### config.mk
export PLATFORM = sky130hd
export DESIGN_NAME = pipelined_shifter_flat
export DESIGN_NICKNAME = d
export VERILOG_FILES = /design/src/rtl/pipelined_shifter_if.sv /design/src/rtl/pipelined_shifter.sv /design/src/flat_wrapper.sv
export SDC_FILE = /design/constraint.sdc
export NUM_CORES = 1
export LEC_CHECK = 0
export CORE_ASPECT_RATIO = 0.75
export CORE_MARGIN = 3
export CORE_UTILIZATION = 31
export CTS_CLUSTER_DIAMETER = 30
export DETAILED_ROUTE_END_ITERATION = 6
export PLACE_DENSITY = 0.5
export SLEW_MARGIN = 20
export SYNTH_ARGS = -nofsm -noshare
export SYNTH_HDL_FRONTEND = slang
export SYNTH_SLANG_ARGS = --single-unit
### constraint.sdc
create_clock -name clk -period 2.7 [get_ports clk]
set_input_delay 0.405 -clock clk [delete_from_list [all_inputs] [get_ports clk]]
set_output_delay 0.405 -clock clk [all_outputs]
set_load 0.02 [all_outputs]
### src/rtl/pipelined_shifter_if.sv
// rtl/pipelined_shifter_if.sv - request/result bundle for pipelined_shifter
// Purpose: groups the operand request (in_*) and result (out_*) handshakes.
// Ports (signals):
//   in_valid/in_ready/in_data/in_amt/in_op/in_tag      request handshake and operands
//   out_valid/out_ready/out_data/out_tag               result handshake and payload
//   out_carry/out_zero                                 result flags
// Modports: master = producer/consumer side, slave = shifter side.
interface pipelined_shifter_if #(
  parameter int WIDTH = 32,
  parameter int TAG_W = 5
) ();
  localparam int AW = $clog2(WIDTH);

  logic             in_valid;
  logic             in_ready;
  logic [WIDTH-1:0] in_data;
  logic [AW-1:0]    in_amt;
  logic [2:0]       in_op;
  logic [TAG_W-1:0] in_tag;
  logic             out_valid;
  logic             out_ready;
  logic [WIDTH-1:0] out_data;
  logic [TAG_W-1:0] out_tag;
  logic             out_carry;
  logic             out_zero;

  modport master (
    output in_valid, in_data, in_amt, in_op, in_tag, out_ready,
    input  in_ready, out_valid, out_data, out_tag, out_carry, out_zero
  );

  modport slave (
    input  in_valid, in_data, in_amt, in_op, in_tag, out_ready,
    output in_ready, out_valid, out_data, out_tag, out_carry, out_zero
  );
endinterface

### src/rtl/pipelined_shifter.sv
// rtl/pipelined_shifter.sv - pipelined barrel shifter/rotator with tag sideband
// Purpose: log2(WIDTH) mux levels, LSB first, with a register stage after every
//   LEVELS_PER_STAGE levels; the last stage register drives the result port.
// Ports:
//   clk    rising-edge clock
//   rst_n  synchronous active-low reset
//   bus    pipelined_shifter_if.slave (in_* request, out_* result, flags)
// Ops: 000/010 SLL, 001 SRL, 011 SRA, 1x0 ROL, 1x1 ROR.
// Optional: define SHIFTER_FLAGS_EN for out_carry/out_zero; otherwise both tie to 0.
module pipelined_shifter #(
  parameter int WIDTH            = 32,
  parameter int LEVELS_PER_STAGE = 2,
  parameter int TAG_W            = 5
) (
  input logic                clk,
  input logic                rst_n,
  pipelined_shifter_if.slave bus
);
  localparam int N = $clog2(WIDTH);
  localparam int S = (N + LEVELS_PER_STAGE - 1) / LEVELS_PER_STAGE;

  // Stage registers; index S-1 is the output register.
  logic             vld_q  [S];
  logic [WIDTH-1:0] data_q [S];
  logic [N-1:0]     amt_q  [S];
  logic [2:0]       op_q   [S];
  logic [TAG_W-1:0] tag_q  [S];
`ifdef SHIFTER_FLAGS_EN
  logic             carry_q [S];
  logic             zero_q;
`endif

  logic stall;
  logic advance;

  // The whole pipeline freezes only when the output holds an unconsumed result.
  assign stall        = vld_q[S-1] && !bus.out_ready;
  assign advance      = !stall;
  assign bus.in_ready = advance;

  // One mux level: shift/rotate by 2^k in the direction the op selects.
  function automatic logic [WIDTH-1:0] level_shift(input logic [WIDTH-1:0] d,
                                                    input logic [2:0]       op,
                                                    input int               k);
    int sh;
    sh = 1 << k;
    if (op[2]) begin
      if (op[0]) level_shift = (d >> sh) | (d << (WIDTH - sh));
      else       level_shift = (d << sh) | (d >> (WIDTH - sh));
    end else if (op[0]) begin
      // Sign fill only for 011; 001 is a plain logical right shift.
      if (op[1]) level_shift = $unsigned($signed(d) >>> sh);
      else       level_shift = d >> sh;
    end else begin
      level_shift = d << sh;
    end
  endfunction

`ifdef SHIFTER_FLAGS_EN
  function automatic logic bit_at(input logic [WIDTH-1:0] d, input int i);
    logic [WIDTH-1:0] t;
    t = d >> i;
    return t[0];
  endfunction
`endif

  for (genvar s = 0; s < S; s++) begin : g_stage
    localparam int LO = s * LEVELS_PER_STAGE;
    localparam int HI = ((s + 1) * LEVELS_PER_STAGE < N) ? (s + 1) * LEVELS_PER_STAGE : N;

    logic             v_in;
    logic [WIDTH-1:0] d_in;
    logic [N-1:0]     a_in;
    logic [2:0]       op_in;
    logic [TAG_W-1:0] tag_in;
    logic [WIDTH-1:0] data_d;
`ifdef SHIFTER_FLAGS_EN
    logic             c_in;
    logic             carry_d;
`endif

    if (s == 0) begin : g_src
      assign v_in   = bus.in_valid;
      assign d_in   = bus.in_data;
      assign a_in   = bus.in_amt;
      assign op_in  = bus.in_op;
      assign tag_in = bus.in_tag;
`ifdef SHIFTER_FLAGS_EN
      assign c_in   = 1'b0;
`endif
    end else begin : g_src
      assign v_in   = vld_q[s-1];
      assign d_in   = data_q[s-1];
      assign a_in   = amt_q[s-1];
      assign op_in  = op_q[s-1];
      assign tag_in = tag_q[s-1];
`ifdef SHIFTER_FLAGS_EN
      assign c_in   = carry_q[s-1];
`endif
    end

    // Levels run LSB first, so the last active level is the highest set amount
    // bit and the bit it pushes out is the overall last bit shifted out. For
    // rotates that same bit lands at result[0] (ROL) or result[WIDTH-1] (ROR).
    always_comb begin
      data_d = d_in;
`ifdef SHIFTER_FLAGS_EN
      carry_d = c_in;
`endif
      for (int k = LO; k < HI; k++) begin
        if (a_in[k]) begin
`ifdef SHIFTER_FLAGS_EN
          carry_d = op_in[0] ? bit_at(data_d, (1 << k) - 1)
                             : bit_at(data_d, WIDTH - (1 << k));
`endif
          data_d = level_shift(data_d, op_in, k);
        end
      end
    end

    // Valid always advances (bubbles included); payload only loads with a
    // valid op so the output keeps the last result between operations.
    always_ff @(posedge clk) begin
      if (!rst_n) begin
        vld_q[s]   <= 1'b0;
        data_q[s]  <= '0;
        amt_q[s]   <= '0;
        op_q[s]    <= '0;
        tag_q[s]   <= '0;
`ifdef SHIFTER_FLAGS_EN
        carry_q[s] <= 1'b0;
`endif
      end else if (advance) begin
        vld_q[s] <= v_in;
        if (v_in) begin
          data_q[s]  <= data_d;
          amt_q[s]   <= a_in;
          op_q[s]    <= op_in;
          tag_q[s]   <= tag_in;
`ifdef SHIFTER_FLAGS_EN
          carry_q[s] <= carry_d;
`endif
        end
      end
    end

`ifdef SHIFTER_FLAGS_EN
    if (s == S - 1) begin : g_last
      always_ff @(posedge clk) begin
        if (!rst_n) begin
          zero_q <= 1'b0;
        end else if (advance && v_in) begin
          zero_q <= (data_d == '0);
        end
      end
    end
`endif
  end

  // Consumed amount bits and the output stage's op/amount are carried for
  // uniformity of the stage record but never read back.
  logic unused_bits;
  always_comb begin
    unused_bits = 1'b0;
    for (int s = 0; s < S; s++) begin
      unused_bits = unused_bits ^ (^amt_q[s]) ^ (^op_q[s]);
    end
  end

  assign bus.out_valid = vld_q[S-1];
  assign bus.out_data  = data_q[S-1];
  assign bus.out_tag   = tag_q[S-1];
`ifdef SHIFTER_FLAGS_EN
  assign bus.out_carry = carry_q[S-1];
  assign bus.out_zero  = zero_q;
`else
  assign bus.out_carry = 1'b0;
  assign bus.out_zero  = 1'b0;
`endif
endmodule

### src/flat_wrapper.sv
// flat-port wrapper written by rule: the top's interface ports become plain ports
module pipelined_shifter_flat 
#(
  parameter int WIDTH            = 32,
  parameter int LEVELS_PER_STAGE = 2,
  parameter int TAG_W            = 5
)
  (clk, rst_n, bus_in_valid, bus_in_data, bus_in_amt, bus_in_op, bus_in_tag, bus_out_ready, bus_in_ready, bus_out_valid, bus_out_data, bus_out_tag, bus_out_carry, bus_out_zero);
  pipelined_shifter_if #(.WIDTH(WIDTH), .TAG_W(TAG_W)) bus_i ();
  input logic clk;
  input logic rst_n;
  input wire logic [$bits(bus_i.in_valid)-1:0] bus_in_valid;
  input wire logic [$bits(bus_i.in_data)-1:0] bus_in_data;
  input wire logic [$bits(bus_i.in_amt)-1:0] bus_in_amt;
  input wire logic [$bits(bus_i.in_op)-1:0] bus_in_op;
  input wire logic [$bits(bus_i.in_tag)-1:0] bus_in_tag;
  input wire logic [$bits(bus_i.out_ready)-1:0] bus_out_ready;
  output wire logic [$bits(bus_i.in_ready)-1:0] bus_in_ready;
  output wire logic [$bits(bus_i.out_valid)-1:0] bus_out_valid;
  output wire logic [$bits(bus_i.out_data)-1:0] bus_out_data;
  output wire logic [$bits(bus_i.out_tag)-1:0] bus_out_tag;
  output wire logic [$bits(bus_i.out_carry)-1:0] bus_out_carry;
  output wire logic [$bits(bus_i.out_zero)-1:0] bus_out_zero;
  assign bus_i.in_valid = bus_in_valid;
  assign bus_i.in_data = bus_in_data;
  assign bus_i.in_amt = bus_in_amt;
  assign bus_i.in_op = bus_in_op;
  assign bus_i.in_tag = bus_in_tag;
  assign bus_i.out_ready = bus_out_ready;
  assign bus_in_ready = bus_i.in_ready;
  assign bus_out_valid = bus_i.out_valid;
  assign bus_out_data = bus_i.out_data;
  assign bus_out_tag = bus_i.out_tag;
  assign bus_out_carry = bus_i.out_carry;
  assign bus_out_zero = bus_i.out_zero;
  pipelined_shifter #(.WIDTH(WIDTH), .LEVELS_PER_STAGE(LEVELS_PER_STAGE), .TAG_W(TAG_W)) u_core (.clk(clk), .rst_n(rst_n), .bus(bus_i));
endmodule
==> metrics.md, run 1 <==
| Metric | Value |
|---|---|
| Status | `finished clean` |
| Post-route minimum period | `2260 ps` |
| Wire per inst | `18.8 um` |
| # setup viols final | `0` |
| Gr ovfl total | `0` |
| Setup TNS | `0 ps` |
| CP most frequent cell | `clkdlybuf4s50_1` |
| P&R area growth vs syn | `20.1%` |
| Final hold vios | `0` |
| CP max stage delay | `680 ps` |
| Die Ht | `149 um` |
| Mux cell area share after synthesis | `0.170` |
| Clock Skew | `8.84 ps` |
| Reg2reg end | `u_core.data_q[1][19]$_SDFFCE_PN0P_` |
| Via count | `6687` |
| CTS root buf | `clkbuf_16` |
| EDFF count, synth | `123` |
| Highest clock rate | `442 MHz` |
| GRT Util Overall | `0.160` |
| Most common cell in the synthesized netlist | `nor2_1` |
| CTS Buf Count | `17` |
| Vias per std cell | `5.48` |
| Port bufs | `87` |
| Std-Cell Rows | `51` |
| Die Footprint | `0.0292 mm2` |
| Post-DP Area | `0.00953 mm2` |
| Post-Synth Adder-Cell Area | `0` |
| Post-CTS Setup Inserts | `0` |
| Netlist cell types | `52` |
| Fill count | `2604` |
| First-pass GRT wire length | `36700 um` |
| GPL Wtd Cong | `0.881` |
| Worst-skew pair later-pin latency | `420 ps` |
| # IOs | `90` |
| Resize count post-CTS | `0` |
| RR Startpoint | `u_core.amt_q[0][2]$_SDFFCE_PN0P_` |
| CTS Hold Bufs | `0` |
| CP max FO | `8` |
| Syn. warnings | `0` |
| Worst Tran Pin Value | `839 ps` |
| Final Cell Area | `0.0101 mm2` |
| Core area | `0.0264 mm2` |
| FFs w/ async S/R, synth | `0` |
| Min-Delay Path Class | `reg2reg` |
| Maxcap violations | `0` |
| Total power | `5.86 mW` |
| Starting Density | `0.320` |
| Fraction of layout instances using a drive strength above 1 | `0.126` |
| Maximum VDD drop | `0.478 mV` |
| Initial DRT Pass Iterations | `7` |
| Sequential area share after synthesis | `0.441` |
| Initial antenna violation count | `0` |
| Synth cell count leaders | `nor2_1 (128), edfxtp_1 (123), a21oi_1 (73)` |
| Yosys reg bits | `124` |
| Post-synthesis compound-gate area fraction | `0.187` |
| Flop2flop setup slack | `580 ps` |
| Worst Setup EP | `bus_in_ready` |
| Critical-path cell list | `clkdlybuf4s50_1 -> nand2b_1 -> clkdlybuf4s50_1` |
| Final nets | `914` |
| DPL Wire Length | `16100 um` |
| Final worst path period share | `0.839` |
| Initial drt markers | `619` |
| ANT cells | `0` |
| PwrDens | `579 mW/mm2` |
| Mapped Avg Cell Area | `10.4 um2` |
| Vias in the first global route | `6307` |
| Max-slew violations | `0` |
| Synth top area cells | `edfxtp_1 (44%), mux4_2 (9.1%), mux2i_1 (7.5%), nor2_1 (5.7%), a21oi_1 (4.3%)` |
| Post-route ant nets | `0` |
| CTS tree | `built` |
| Worst Setup Slack, final | `436 ps` |
| Clk pin slew, worst setup/hold paths | `50 ps` |
| Cell count after synthesis | `808` |
| Pin count of the biggest net entering global routing | `55` |
| WL final | `22900 um` |
| Core Util, Final | `0.384` |
| CP Data Required Time | `2300 ps` |
| Worst hold start | `u_core.tag_q[1][4]$_SDFFCE_PN0P_` |
| Drt drc | `0` |
| Post-placement setup slack | `257 ps` |
| Clk sinks | `124` |
| Static Leakage | `3.58 nW` |
| Most common flop cell mapped by yosys | `edfxtp_1` |
| Max Root-Sink Buffers | `2` |
| Critical Path AT | `1860 ps` |
| XOR/XNOR share of the synthesized area | `0` |
| Die width | `196 um` |
| Worst path slowest cell | `clkdlybuf4s50_1` |
| Crit path from | `bus_out_ready` |
| Setup crit start kind | `input pin` |
| Post-synthesis simple-gate area fraction | `0.137` |
| Critical path capture point type | `output port` |
| Worst slew margin | `0.441` |
| Yosys top cell area share | `0.438` |
| Max H-tree Level | `4` |
| Unrepaired setup endpoints after global routing | `no` |
| Cell taking the most area after synthesis | `edfxtp_1` |
| Main combinational cell family by area after synthesis | `compound AO/OA/AOI/OAI gates` |
| Synthesized area | `0.00843 mm2` |
| Crit path kind | `in2out` |
| FF-to-FF path depth | `4` |
power breakdown:
| part | internal, mW | switching, mW |
|---|---|---|
| clock | 1.52 | 0.817 |
| combinational | 0.495 | 0.606 |
| sequential | 2.28 | 0.146 |
flip-flops by register name, indices dropped and copies added (netlist names):
register	flops
u_core.data_q	96
u_core.tag_q	15
u_core.op_q	6
u_core.amt_q	4
u_core.vld_q	3
placed cells by master (no fill, tap or decap), drive strengths merged, types with 4 or more instances in the layout:
cell and instances:
o22ai 12, a21oi 74, bufinv 4, nand3b 5, a22oi 16, and2 26
a31oi 21, o221a 4, buf 31, a221oi 6, o21ai 33, clkinv 5
a311oi 6, nand3 10, clkbuf 20, a311o 5, a211o 8, a211oi 42
nor2 129, mux2i 63, inv 7, nand2 64, mux4 34, nor2b 5
clkdlybuf4s50 84, edfxtp 123, o211a 4, nand2b 13
how the worst min path moves through the flow:
stage	to	slack, ps	cells after the start
6_report	u_core.tag_q[2][4]$_SDFFCE_PN0P_	510	1
5_1_grt	u_core.tag_q[2][4]$_SDFFCE_PN0P_	530	1
4_1_cts	u_core.tag_q[2][4]$_SDFFCE_PN0P_	520	1
3_5_place_dp	u_core.tag_q[1][1]$_SDFFCE_PN0P_	510	1
3_3_place_gp	u_core.tag_q[1][0]$_SDFFCE_PN0P_	500	1
2_1_floorplan	u_core.amt_q[1][4]$_SDFFCE_PN0P_	500	1
per-layer routing:
metal / global-route usage / vias up / wire length (um)
met1: 0.239 / 3272 / 11200
met4: 0.0424 / 0 / 347
met5: 0 / - / 0
met3: 0.0368 / 26 / 1280
met2: 0.233 / 193 / 10100
li1: - / 3196 / -
critical path: cells and delay by family:
kind	cells	cell delay, ps
buffers and inverters	2	1150
and+or+nand+nor	1	310
kinds of logic after synthesis:
| kind of cell | after synthesis |
|---|---|
| DFF | 124 |
| other | 1 |
| muxes | 100 |
| AOI/OAI and AO/OA | 239 |
| buffers and inverters | 85 |
| and+or+nand+nor | 259 |
metrics by stage:
step	hold slack [ps]	std cells
6_report	514	1220
5_1_grt	534	1220
4_1_cts	516	1220
3_5_place_dp	505	1190
3_3_place_gp	500	1190
2_1_floorplan	497	809
cell type report:
type	count	area (um2)	area share
Inverter	7	26.3	0.00260
Clock buffer	20	437	0.0432
Tap cell	344	430	0.0425
Clock inverter	10	149	0.0147
Multi-Input combinational cell	600	4170	0.412
Timing Repair Buffer	115	1190	0.118
Sequential cell	124	3710	0.367
Note: power is estimated with default switching activity, not from simulation.
==> run 2, diff against run 1 <==
- clock period: 2.7 -> 2.2 ns (I/O delays scaled with it)
==> metrics.md, run 2 (same netlist as run 1, synthesis figures left out) <==
| Metric | Value |
|---|---|
| Status | `finished clean` |
| CP most frequent cell | `clkdlybuf4s50_1` |
| Gr ovfl total | `0` |
| Wire per inst | `18.9 um` |
| CTS tree | `built` |
| # IOs | `90` |
| Largest regs | `u_core.data_q x96, u_core.tag_q x15, u_core.op_q x6` |
| First-pass GRT wire length | `37500 um` |
| Initial drt markers | `676` |
| Top reg by flops | `u_core.data_q` |
| Initial antenna violation count | `0` |
| Commonest cells after routing, fill and taps aside | `nor2_1 (128), edfxtp_1 (123), clkdlybuf4s50_1 (84)` |
| Critical-path cell list | `clkdlybuf4s50_1 -> nand2b_1 -> clkdlybuf4s50_1` |
| Commonest non-fill, non-tap cell in the layout | `nor2_1` |
| PwrDens | `700 mW/mm2` |
| CP max FO | `8` |
| Die width | `196 um` |
| Fill count | `2572` |
| Static Leakage | `3.70 nW` |
| Crit path from | `bus_out_ready` |
| FF-to-FF path depth | `6` |
| Cell family contributing the most delay on the critical path | `buffers and inverters` |
| Critical path capture point type | `output port` |
| Worst-skew pair later-pin latency | `420 ps` |
| Setup crit start kind | `input pin` |
| Worst Setup EP | `bus_in_ready` |
| Total power | `7.22 mW` |
| Max-slew violations | `0` |
| Reg2reg end | `u_core.data_q[1][5]$_SDFFCE_PN0P_` |
| CTS Buf Count | `17` |
| Final hold vios | `0` |
| GPL Wtd Cong | `0.867` |
| DPL Wire Length | `16800 um` |
| Vias per std cell | `5.48` |
| Initial DRT Pass Iterations | `5` |
| Unrepaired setup endpoints after global routing | `no` |
| Fin cells | `1242` |
| Final Cell Area | `0.0103 mm2` |
| Highest clock rate | `480 MHz` |
| Die Footprint | `0.0292 mm2` |
| GRT Util Overall | `0.163` |
| Min-Delay Path Class | `reg2reg` |
| Maximum VDD drop | `0.536 mV` |
| Fraction of layout instances using a drive strength above 1 | `0.147` |
| Critical Path AT | `1750 ps` |
| Setup TNS | `0 ps` |
| Vias in the first global route | `6542` |
| Worst Tran Pin Value | `828 ps` |
| Starting Density | `0.320` |
| Flop2flop setup slack | `260 ps` |
| Worst hold start | `u_core.amt_q[0][4]$_SDFFCE_PN0P_` |
| CP Data Required Time | `1870 ps` |
| Hold WS | `515 ps` |
| Max FFs per register | `96` |
| CP max stage delay | `670 ps` |
| Die Ht | `149 um` |
| Worst Setup Slack, final | `116 ps` |
| Maxcap violations | `0` |
| # setup viols final | `0` |
| Clk pin slew, worst setup/hold paths | `50 ps` |
| Via count | `6805` |
| Post-CTS Setup Inserts | `0` |
| Clk sinks | `124` |
| Resize count post-CTS | `0` |
| Clock Skew | `9.80 ps` |
| Worst path slowest cell | `clkdlybuf4s50_1` |
| Port bufs | `87` |
| Max Root-Sink Buffers | `2` |
| Max H-tree Level | `4` |
| Core area | `0.0264 mm2` |
| CTS root buf | `clkbuf_16` |
| Final nets | `936` |
| CTS Hold Bufs | `0` |
| ANT cells | `0` |
| Post-placement setup slack | `-116 ps` |
| Worst slew margin | `0.448` |
| Post-DP Area | `0.00974 mm2` |
| Crit. path cell count | `3` |
| Post-route minimum period | `2080 ps` |
| WL final | `23500 um` |
| Pin count of the biggest net entering global routing | `60` |
| DP Cell Count | `1212` |
| Post-route ant nets | `0` |
| Core Util, Final | `0.392` |
| Std-Cell Rows | `51` |
| P&R area growth vs syn | `22.5%` |
| Crit path kind | `in2out` |
| RR Startpoint | `u_core.op_q[0][0]$_SDFFCE_PN0P_` |
| Drt drc | `0` |
| Final worst path period share | `0.947` |
| Buf+Inv Stages, Crit Path | `2` |
-- run 2: power by group --
part	internal [mW]	leakage, nW	switching, mW
clock network	1.86	0.282	0.971
logic	0.646	2.09	0.768
registers	2.80	1.33	0.176
total	5.31	3.70	1.91
-- run 2: worst min-delay path by stage --
stage                                             endpoint  slack [ps]  cells after the start
final                     u_core.amt_q[1][4]$_SDFFCE_PN0P_         510                      1
after global routing      u_core.tag_q[2][3]$_SDFFCE_PN0P_         530                      1
after CTS                 u_core.amt_q[1][4]$_SDFFCE_PN0P_         510                      1
after detailed placement  u_core.amt_q[1][4]$_SDFFCE_PN0P_         500                      1
after global placement    u_core.tag_q[2][3]$_SDFFCE_PN0P_         500                      1
after floorplan           u_core.amt_q[1][4]$_SDFFCE_PN0P_         500                      1
-- run 2: final cells by class --
cell class / count / area (um2) / area share
multi-input cells: 600 / 4170 / 0.404
flip-flops and latches: 124 / 3710 / 0.360
repair buffers: 137 / 1400 / 0.135
clock buffers: 20 / 437 / 0.0423
well taps: 344 / 430 / 0.0417
clock inverters: 10 / 149 / 0.0144
inverters: 7 / 26.3 / 0.00255
-- run 2: routing by layer --
metal | track usage | routed length (um) | vias to the layer above
li1 | - | - | 3240
met1 | 0.247 | 11700 | 3306
met2 | 0.234 | 10000 | 232
met3 | 0.0312 | 1440 | 27
met4 | 0.0499 | 365 | 0
met5 | 0 | 0 | -
